## config.mk

```make
export PLATFORM = sky130hd
export DESIGN_NAME = seq_shift_add_multiplier
export DESIGN_NICKNAME = d
export VERILOG_FILES = /design/src/rtl/seq_shift_add_multiplier_pkg.sv /design/src/rtl/seq_shift_add_multiplier_addsub.sv /design/src/rtl/seq_shift_add_multiplier.sv
export SDC_FILE = /design/constraint.sdc
export NUM_CORES = 1
export LEC_CHECK = 0
export CAP_MARGIN = 10
export CORE_ASPECT_RATIO = 1.1
export CORE_MARGIN = 2
export CORE_UTILIZATION = 55
export CTS_CLUSTER_DIAMETER = 40
export DETAILED_ROUTE_END_ITERATION = 6
export GPL_ROUTABILITY_DRIVEN = 0
export PLACE_DENSITY = 0.82
export SYNTH_ARGS = -nofsm -noshare
export SYNTH_HDL_FRONTEND = slang
export SYNTH_SLANG_ARGS = --single-unit
```

## constraint.sdc

```tcl
create_clock -name clk -period 7.38 [get_ports clk]
set_input_delay 1.476 -clock clk [delete_from_list [all_inputs] [get_ports clk]]
set_output_delay 1.476 -clock clk [all_outputs]
set_load 0.1 [all_outputs]
```

## src/rtl/seq_shift_add_multiplier_pkg.sv

```systemverilog
// Shared definitions for the sequential shift-add multiplier: FSM state
// encoding and the ceiling-log2 helper used to size the step counter.
package seq_shift_add_multiplier_pkg;

    typedef enum logic [1:0] {
        ST_IDLE = 2'd0,
        ST_CALC = 2'd1,
        ST_DONE = 2'd2
    } state_e;

    // Bits needed to count 0..v-1; never less than 1.
    function automatic int unsigned clog2(input int unsigned v);
        int unsigned r;
        r = 1;
        while ((32'd1 << r) < v) begin
            r = r + 1;
        end
        return r;
    endfunction

endpackage

```

## src/rtl/seq_shift_add_multiplier_addsub.sv

```systemverilog
// WIDTH-bit ripple-carry adder/subtractor built from full-adder cells.
// sub_i=1 computes a_i - b_i (invert b, carry-in 1); carry-out is discarded.
module addsub_nbit #(
    parameter int unsigned WIDTH = 4
) (
    input  logic [WIDTH-1:0] a_i,
    input  logic [WIDTH-1:0] b_i,
    input  logic             sub_i,
    output logic [WIDTH-1:0] sum_o
);

    logic [WIDTH:0]   carry;
    logic [WIDTH-1:0] b_x;

    // Ripple chain of full-adder equations, LSB first.
    always_comb begin
        carry    = '0;
        b_x      = '0;
        sum_o    = '0;
        carry[0] = sub_i;
        for (int unsigned i = 0; i < WIDTH; i++) begin
            b_x[i]       = b_i[i] ^ sub_i;
            sum_o[i]     = a_i[i] ^ b_x[i] ^ carry[i];
            carry[i + 1] = (a_i[i] & b_x[i]) | (carry[i] & (a_i[i] ^ b_x[i]));
        end
    end

endmodule

```

## src/rtl/seq_shift_add_multiplier.sv

```systemverilog
// Sequential shift-add multiplier: one (WIDTH+1)-bit adder reused over WIDTH
// cycles, start/done handshake, run-time signed/unsigned operand mode.
// Signed operands are converted to magnitudes on accept and the product is
// negated on the way into p when the operand signs differ.
module seq_shift_add_multiplier
    import seq_shift_add_multiplier_pkg::*;
#(
    parameter int unsigned WIDTH     = 4,
    parameter int unsigned SIGNED_EN = 1
) (
    input  logic                 clk,
    input  logic                 reset_n,
    input  logic                 start,
    input  logic                 signed_mode,
    input  logic [WIDTH-1:0]     m,
    input  logic [WIDTH-1:0]     q,
    output logic                 busy,
    output logic                 done,
    output logic [2*WIDTH-1:0]   p
);

    localparam int unsigned CNT_W = clog2(WIDTH);

    state_e               state_q;
    logic [WIDTH-1:0]     mr_q;
    logic [WIDTH-1:0]     qr_q;
    logic [WIDTH:0]       acc_q;
    logic [CNT_W-1:0]     cnt_q;
    logic                 neg_q;
    logic                 busy_q;
    logic                 done_q;
    logic [2*WIDTH-1:0]   p_q;

    logic                 sgn;
    logic                 neg_d;
    logic [WIDTH-1:0]     m_neg;
    logic [WIDTH-1:0]     q_neg;
    logic [WIDTH-1:0]     mr_d;
    logic [WIDTH-1:0]     qr_d;
    logic [WIDTH:0]       addend;
    logic [WIDTH:0]       acc_sum;
    logic [2*WIDTH:0]     pair_shift;
    logic [2*WIDTH-1:0]   pair_neg;
    logic [2*WIDTH-1:0]   p_d;

    addsub_nbit #(.WIDTH(WIDTH)) u_neg_m (
        .a_i   ('0),
        .b_i   (m),
        .sub_i (1'b1),
        .sum_o (m_neg)
    );

    addsub_nbit #(.WIDTH(WIDTH)) u_neg_q (
        .a_i   ('0),
        .b_i   (q),
        .sub_i (1'b1),
        .sum_o (q_neg)
    );

    addsub_nbit #(.WIDTH(WIDTH + 1)) u_acc (
        .a_i   (acc_q),
        .b_i   (addend),
        .sub_i (1'b0),
        .sum_o (acc_sum)
    );

    addsub_nbit #(.WIDTH(2 * WIDTH)) u_neg_p (
        .a_i   ('0),
        .b_i   (pair_shift[2*WIDTH-1:0]),
        .sub_i (1'b1),
        .sum_o (pair_neg)
    );

    // Operand magnitudes/sign on accept, and the per-cycle accumulate-and-shift.
    always_comb begin
        sgn        = signed_mode & (SIGNED_EN != 0);
        mr_d       = (sgn & m[WIDTH-1]) ? m_neg : m;
        qr_d       = (sgn & q[WIDTH-1]) ? q_neg : q;
        neg_d      = sgn & (m[WIDTH-1] ^ q[WIDTH-1]);
        addend     = qr_q[0] ? {1'b0, mr_q} : '0;
        pair_shift = {acc_sum, qr_q} >> 1;
        p_d        = neg_q ? pair_neg : pair_shift[2*WIDTH-1:0];
    end

    // Control FSM with datapath registers and registered handshake outputs.
    always_ff @(posedge clk or negedge reset_n) begin
        if (!reset_n) begin
            state_q <= ST_IDLE;
            mr_q    <= '0;
            qr_q    <= '0;
            acc_q   <= '0;
            cnt_q   <= '0;
            neg_q   <= 1'b0;
            busy_q  <= 1'b0;
            done_q  <= 1'b0;
            p_q     <= '0;
        end else begin
            case (state_q)
                ST_IDLE, ST_DONE: begin
                    done_q <= 1'b0;
                    if (start) begin
                        state_q <= ST_CALC;
                        busy_q  <= 1'b1;
                        mr_q    <= mr_d;
                        qr_q    <= qr_d;
                        neg_q   <= neg_d;
                        acc_q   <= '0;
                        cnt_q   <= '0;
                    end else begin
                        state_q <= ST_IDLE;
                        busy_q  <= 1'b0;
                    end
                end
                ST_CALC: begin
                    acc_q <= pair_shift[2*WIDTH:WIDTH];
                    qr_q  <= pair_shift[WIDTH-1:0];
                    cnt_q <= cnt_q + 1'b1;
                    if (cnt_q == CNT_W'(WIDTH - 1)) begin
                        state_q <= ST_DONE;
                        done_q  <= 1'b1;
                        p_q     <= p_d;
                    end
                end
                default: begin
                    state_q <= ST_IDLE;
                    busy_q  <= 1'b0;
                    done_q  <= 1'b0;
                end
            endcase
        end
    end

    assign busy = busy_q;
    assign done = done_q;
    assign p    = p_q;

endmodule
```

Word level (Yosys, flattened, before mapping)

Index checks and enable logic that the tools add are counted.

$add $sub $neg: 1
Eq/ne operators: 5
Multiplexer cells: 17
Bitwise gates (word level): 62
Reductions and logical operators: 6

Operator list:

| kind                                                            | count |
|---|---|
| 1-bit XOR                                                       | 22 |
| 1-bit AND                                                       | 20 |
| 4-bit two-way mux                                               | 4 |
| 1-bit NOT                                                       | 16 |
| 5-bit one-hot mux with 2 select lines                           | 1 |
| 8-bit two-way mux                                               | 1 |
| 2-bit one-hot mux with 2 select lines                           | 2 |
| 4-bit one-hot mux with 2 select lines                           | 1 |
| 2-bit AND reduction                                             | 3 |
| 5-bit two-way mux                                               | 1 |
| 2-bit == test, second input constant                            | 2 |
| 1-bit two-way mux                                               | 4 |
| 2-bit two-way mux                                               | 2 |
| 2-bit != test, second input constant                            | 2 |
| 1-bit bitwise OR                                                | 3 |
| 2-bit by 1-bit adder with 2-bit output, second input constant   | 1 |
| 2-bit by 1-bit == test with 1-bit output, second input constant | 1 |
| 2-bit zero test                                                 | 1 |
| 1-bit one-hot mux with 2 select lines                           | 1 |
| 2-bit nonzero test                                              | 1 |
| 2-bit OR reduction                                              | 1 |
| 1-bit XOR, second input constant                                | 1 |

Flip-flop bits (word level): 28
Bits of input ports: 12
Word-level logic and storage cells: 100

Longest topological paths before layout

Depth in word-level cells: 12
Mapped depth: 9

Modules after synthesis

A second synthesis with hierarchy kept.

Cell total of the unflattened synthesis: 193
Area total of the unflattened synthesis: 1993.2 µm²

Modules (own cells, without submodules):

| module                     | instances | cells each | area an instance (µm²) | seq. area each (µm²) |
|---|---|---|---|---|
| seq_shift_add_multiplier   | 1         | 119        | 1303.8                 | 650.6 |
| addsub_nbit at u_neg_p     | 1         | 30         | 281.5                  | 0.0 |
| addsub_nbit at u_neg_m ... | 2         | 13         | 117.6                  | 0.0 |
| addsub_nbit at u_acc       | 1         | 18         | 172.7                  | 0.0 |

Least setup slack after synthesis

Ideal clock, no wire load.

Kind: register to register
From: reg qr_q[0]
To: reg p_q[7] (netlist: p[7])
Library setup time: 0.129 ns
Data arrival time: 2.372 ns
Slack: 4.879 ns
Cell stages (with the launch flop): 10
Buffers on the path: 0
Cell sequence: dfrtp_1 and2_1 ha_1 fa_1 fa_1 inv_1 fa_1 a21boi_0 xor2_1 o21ai_0

Word-level cells in the longest chain between the ends: 12
Elaborated cells on any way between the ends: 30

Ends and longest elaborated chain:

| item                                   | RTL line                                                                     | text |
|---|---|---|
| start: declaration                     | seq_shift_add_multiplier.sv:26                                               | `logic [WIDTH-1:0] qr_q;` |
| start signal: assignment               | seq_shift_add_multiplier.sv:105                                              | `qr_q <= qr_d;` |
| start signal: assignment               | seq_shift_add_multiplier.sv:116                                              | `qr_q <= pair_shift[WIDTH-1:0];` |
| 4-bit two-way mux (*)                  | seq_shift_add_multiplier.sv:80                                               | `addend = qr_q[0] ? {1'b0, mr_q} : '0;` |
| 1-bit AND or 1-bit XOR (tied branches) | seq_shift_add_multiplier_addsub.sv:24, seq_shift_add_multiplier_addsub.sv:23 |  |
| 1-bit AND                              | seq_shift_add_multiplier_addsub.sv:24                                        | `carry[i + 1] = (a_i[i] & b_x[i]) \| (carry[i] & (a_i[i] ^ b_x[i]));` |
| 1-bit bitwise OR                       | seq_shift_add_multiplier_addsub.sv:24                                        |  |
| 1-bit AND                              | seq_shift_add_multiplier_addsub.sv:24                                        |  |
| 1-bit bitwise OR                       | seq_shift_add_multiplier_addsub.sv:24                                        |  |
| 1-bit AND                              | seq_shift_add_multiplier_addsub.sv:24                                        |  |
| 1-bit bitwise OR                       | seq_shift_add_multiplier_addsub.sv:24                                        |  |
| 1-bit XOR                              | seq_shift_add_multiplier_addsub.sv:23                                        | `sum_o[i] = a_i[i] ^ b_x[i] ^ carry[i];` |
| 1-bit NOT (no source line)             | -                                                                            |  |
| 1-bit XOR                              | seq_shift_add_multiplier_addsub.sv:23                                        |  |
| 8-bit two-way mux (*)                  | seq_shift_add_multiplier.sv:82                                               | `p_d = neg_q ? pair_neg : pair_shift[2*WIDTH-1:0];` |
| end signal: assignment                 | seq_shift_add_multiplier.sv:121                                              | `p_q <= p_d;` |
| end: declaration                       | seq_shift_add_multiplier.sv:32                                               | `logic [2*WIDTH-1:0] p_q;` |

Mark *: on every way between the ends. The rest lies on a longest branch, timed or not.
A chain may end at the register's enable or synchronous reset.

==> results by stage <==
Placed design:
- Input and output buffers added on the ports amount to 21.
- The HPWL after detailed placement is about 2000 um.

GRT:
- For this run, the total global-route usage over all layers was measured as 19.13%.
- Entering global routing, the biggest net connects 27 pins.
- The number of global-route vias before repair is ~1,000.
- The initial antenna violation count came to 0.
- The total overflow left after global routing is 0.
- The first-pass GRT wire length is between 4000 and 5000 um.

Layout:
- The net count of the finished layout is ~190.
- The layout overhead on the synthesized area is 14.85%.
- The share of cells above drive strength 1 is under 10%.
- The utilization after layout is 65.19%.
- The number of antenna repair diodes is 0.

STA:
- The clock arrives with 0.009490 ns of skew.
- Setup repair after global routing left no endpoint under its margin.
- The part of the cycle the worst path needs is 49.10%.
- The worst pin sits at a relative slew slack of 35.66%.
- Setup total negative slack on the finished layout was measured at 0 ns.
- The max-slew violation count was 0.
- The number of setup violations in the final report is 0.
- At the pin with the least slew margin, the transition time is between 0.9 and 1 ns.
- The maximum operating frequency is between 200 and 300 MHz.
- The final hold violation count was 0.
- The routed design could run at a clock period as short as 3.623 ns.

Synthesis:
- After Yosys synthesis, full adders, half adders and majority gates account for 12.89% of the synthesized area.
- The cell area after synthesis is 0.001534 mm^2.
- After Yosys synthesis, XOR and XNOR cells account for between 2 and 2.5% of the synthesized area.
- The synthesis-stage register bit count is 26.
- Of all flip-flops after synthesis, the portion carrying an async set or reset was 100.0%.
- Summing the areas of all compound-gate instances in the mapped netlist gives between 10 and 15% of the synthesized area.
- The Yosys step of the flow raised 0 warnings.
- The average instance in the mapped netlist occupies 10.73 um^2.
- The synthesized design contains 0 enable-type register cells.
- The main combinational cell family by area after synthesis is compound AO/OA/AOI/OAI gates.
- The distinct cell type count of the synthesized netlist is 29.
- Counting every net in the synthesized netlist gives roughly 170.
- The simple-gate share of the synthesized area is a little over an eighth.
- The fraction of synthesized area in multiplexers is approximately 6.9%.
- After synthesis, flip-flops and latches occupy ~42% of the total area.
- The most instantiated flip-flop cell in the synthesis netlist is sky130_fd_sc_hd__dfrtp_1.
- In the post-synthesis netlist, the biggest area contributors are sky130_fd_sc_hd__dfrtp_1, sky130_fd_sc_hd__ha_1, sky130_fd_sc_hd__mux2i_1, sky130_fd_sc_hd__o21ai_0, sky130_fd_sc_hd__nand2_1.
- The synthesized design spends more area on one cell type than any other, namely sky130_fd_sc_hd__dfrtp_1.
- The number of instances in the synthesized netlist is between 100 and 150.
- The top cell type's share of synthesized area is a little over two fifths.

Critical path:
- The endpoint of the worst-slack reg-to-reg timing path is p[7].
- The largest individual stage delay along the critical path comes from the cell sky130_fd_sc_hd__clkdlybuf4s50_1.
- For this run, the slowest stage of the critical path takes ~1.2 ns.
- The required arrival time at the worst endpoint is between 5 and 6 ns.
- The nature of the critical path endpoint is a primary output.
- The highest net fanout along the worst path is 12.
- The signal on the critical path passes through clkdlybuf4s50_1.
- The setup check on the worst reg-to-reg path leaves a slack of approximately 4.8 ns.
- The cell class contributing the biggest share of worst-path delay is buffers and inverters.
- The worst setup path is launched from a register.
- The number of buffers and inverters on the critical path is 1.
- The number of cells on the worst reg-to-reg path is 9.
- The worst setup path is of the reg -> out kind.
- The worst register-to-register path begins at qr_q[0].
- The signal arrival time at the worst endpoint is ~2.2 ns.

Job:
- The max-cap violation count is 0.

Clocking:
- The number of buffers added to fix hold violations after cts is 0.
- The count of cells resized by post-cts repair is 0.
- Once the clock tree was built, the setup fixing pass inserted 0 buffers.
- Clock latency on the worst-skew pair, taken at its later pin, is roughly 0.32 ns.
- The number of buffers inserted during clock tree synthesis is 3.
- Clock tree synthesis found a total of 26 sinks.
- TritonCTS built the clock tree.
- CTS built an H-tree with a depth of 1.
- The number of buffers on the longest clock path is 2.
- The register clock-pin slew on the reported worst setup and hold paths is around 0.14 ns.
- The buffer cell driving the clock tree root is sky130_fd_sc_hd__clkbuf_4.

Floorplan:
- The horizontal extent of the die is between 50 and 60 um.
- The core region is 0.002703 mm^2.
- The cell row count is 20.
- The y dimension of the die is ~59 um.
- The area of the die is roughly 0.0032 mm^2.
- The initial utilization of the core area, before any placement, comes to between 50% and 60%.
- The I/O pin count is 22.

Detailed routing:
- The number of routed nets with antenna violations is 0.
- The first routing iteration left 23 violations.
- After detailed routing, the average wire length per cell comes to ~13 um.
- The post-detailed-routing wire length is 2525 um.
- The vias per cell is 5.438.
- The first detailed-routing pass took 4 iterations.
- In the routed design, unresolved DRC markers number 0.
- The overall via count from detail_route is roughly 1,100.

Status:
- The flow ran to the end, and the final reports show no timing, DRC or antenna violations.

Min path:
- The min-delay analysis places its worst path in the category reg -> reg.
- The path with the worst hold slack has its endpoint at p[1].
- The startpoint of the most critical hold path is p[1].
- The worst hold path passes through 2 cells.
-- flip-flops by register name, summed over array words and instances (netlist names) --
signal	flops
p	8
acc_q	4
mr_q	4
qr_q	4
cnt_q	2
state_q	2
busy	1
neg_q	1
-- through the flow --
stage | worst slack, ns | area [um^2] | std cells | hold slack [ns]
floorplan | 4.879 | 1534 | 143 | 0.4418
finish | 3.757 | 1762 | 194 | 0.4935
global placement | 4.154 | 1724 | 190 | 0.4582
detailed placement | 4.129 | 1724 | 190 | 0.4684
global route | 3.699 | 1762 | 194 | 0.5157
CTS | 3.743 | 1747 | 193 | 0.4985
-- Yosys cell counts (3+ instances only) --
cell type	count
sky130_fd_sc_hd__mux2i_1	9
sky130_fd_sc_hd__fa_1	3
sky130_fd_sc_hd__nor3_2	3
sky130_fd_sc_hd__and2_1	3
sky130_fd_sc_hd__ha_1	11
sky130_fd_sc_hd__dfrtp_1	26
sky130_fd_sc_hd__buf_4	3
sky130_fd_sc_hd__o21ai_0	18
sky130_fd_sc_hd__nand2_1	21
sky130_fd_sc_hd__a22o_1	5
sky130_fd_sc_hd__buf_6	3
sky130_fd_sc_hd__a221oi_2	4
sky130_fd_sc_hd__inv_1	16
sky130_fd_sc_hd__xnor2_1	3
-- layout make-up --
| class | count | area [um^2] |
|---|---|---|
| clock buffers | 3 | 22.52 |
| inverters | 16 | 60.06 |
| fillers | 216 | 940.9 |
| flip-flops and latches | 26 | 650.6 |
| well taps | 33 | 41.29 |
| repair buffers | 22 | 225.2 |
| multi-input cells | 94 | 762.0 |
-- kinds of logic after synthesis --
| kind of cell | after synthesis |
|---|---|
| and+or+nand+nor | 36 |
| DFF | 26 |
| xor gates and xnor gates | 4 |
| buffers and inverters | 23 |
| adders and majority gates | 14 |
| AOI/OAI and AO/OA | 30 |
| muxes | 10 |
-- worst max-delay path by stage --
stage                          start  cells past startpoint  endpoint
after floorplan              qr_q[0]                      9      p[7]
after global placement    state_q[1]                      1      done
after detailed placement  state_q[1]                      1      done
after CTS                 state_q[1]                      1      done
after global routing      state_q[1]                      1      done
final                     state_q[1]                      1      done
-- placed cells by master (no fill, tap or decap) --
cell type and count:
sky130_fd_sc_hd__nor3_2 3, sky130_fd_sc_hd__o21ai_1 1, sky130_fd_sc_hd__nand2b_1 1, sky130_fd_sc_hd__nor3_1 1, sky130_fd_sc_hd__buf_8 1, sky130_fd_sc_hd__o31ai_1 1
sky130_fd_sc_hd__nand3b_4 1, sky130_fd_sc_hd__dfrtp_1 26, sky130_fd_sc_hd__mux2i_1 9, sky130_fd_sc_hd__nand2b_4 1, sky130_fd_sc_hd__a221oi_2 4, sky130_fd_sc_hd__nor2b_4 1
sky130_fd_sc_hd__xor2_1 1, sky130_fd_sc_hd__nand2_1 21, sky130_fd_sc_hd__a22o_1 5, sky130_fd_sc_hd__clkdlybuf4s50_1 21, sky130_fd_sc_hd__mux2_4 1, sky130_fd_sc_hd__inv_1 16
sky130_fd_sc_hd__o21ai_0 18, sky130_fd_sc_hd__clkbuf_4 3, sky130_fd_sc_hd__fa_1 3, sky130_fd_sc_hd__and2b_1 1, sky130_fd_sc_hd__or2b_1 1, sky130_fd_sc_hd__ha_1 11
sky130_fd_sc_hd__a21boi_0 1, sky130_fd_sc_hd__xnor2_1 3, sky130_fd_sc_hd__nand3_1 1, sky130_fd_sc_hd__nor2_1 1, sky130_fd_sc_hd__and2_1 3
-- routing by layer --
layer  part of all wire, %  vias to the layer above  GRT usage [%]
li1                      -                      519              -
met1                    42                      503          23.56
met2                    50                       27          30.81
met3                   4.7                        6          2.778
met4                   3.2                        0          12.14
met5                     0                        -              0
Power is left out: the tool's default activity adds up to more than one toggle a clock period on the data nets, which glitch-free logic cannot reach.
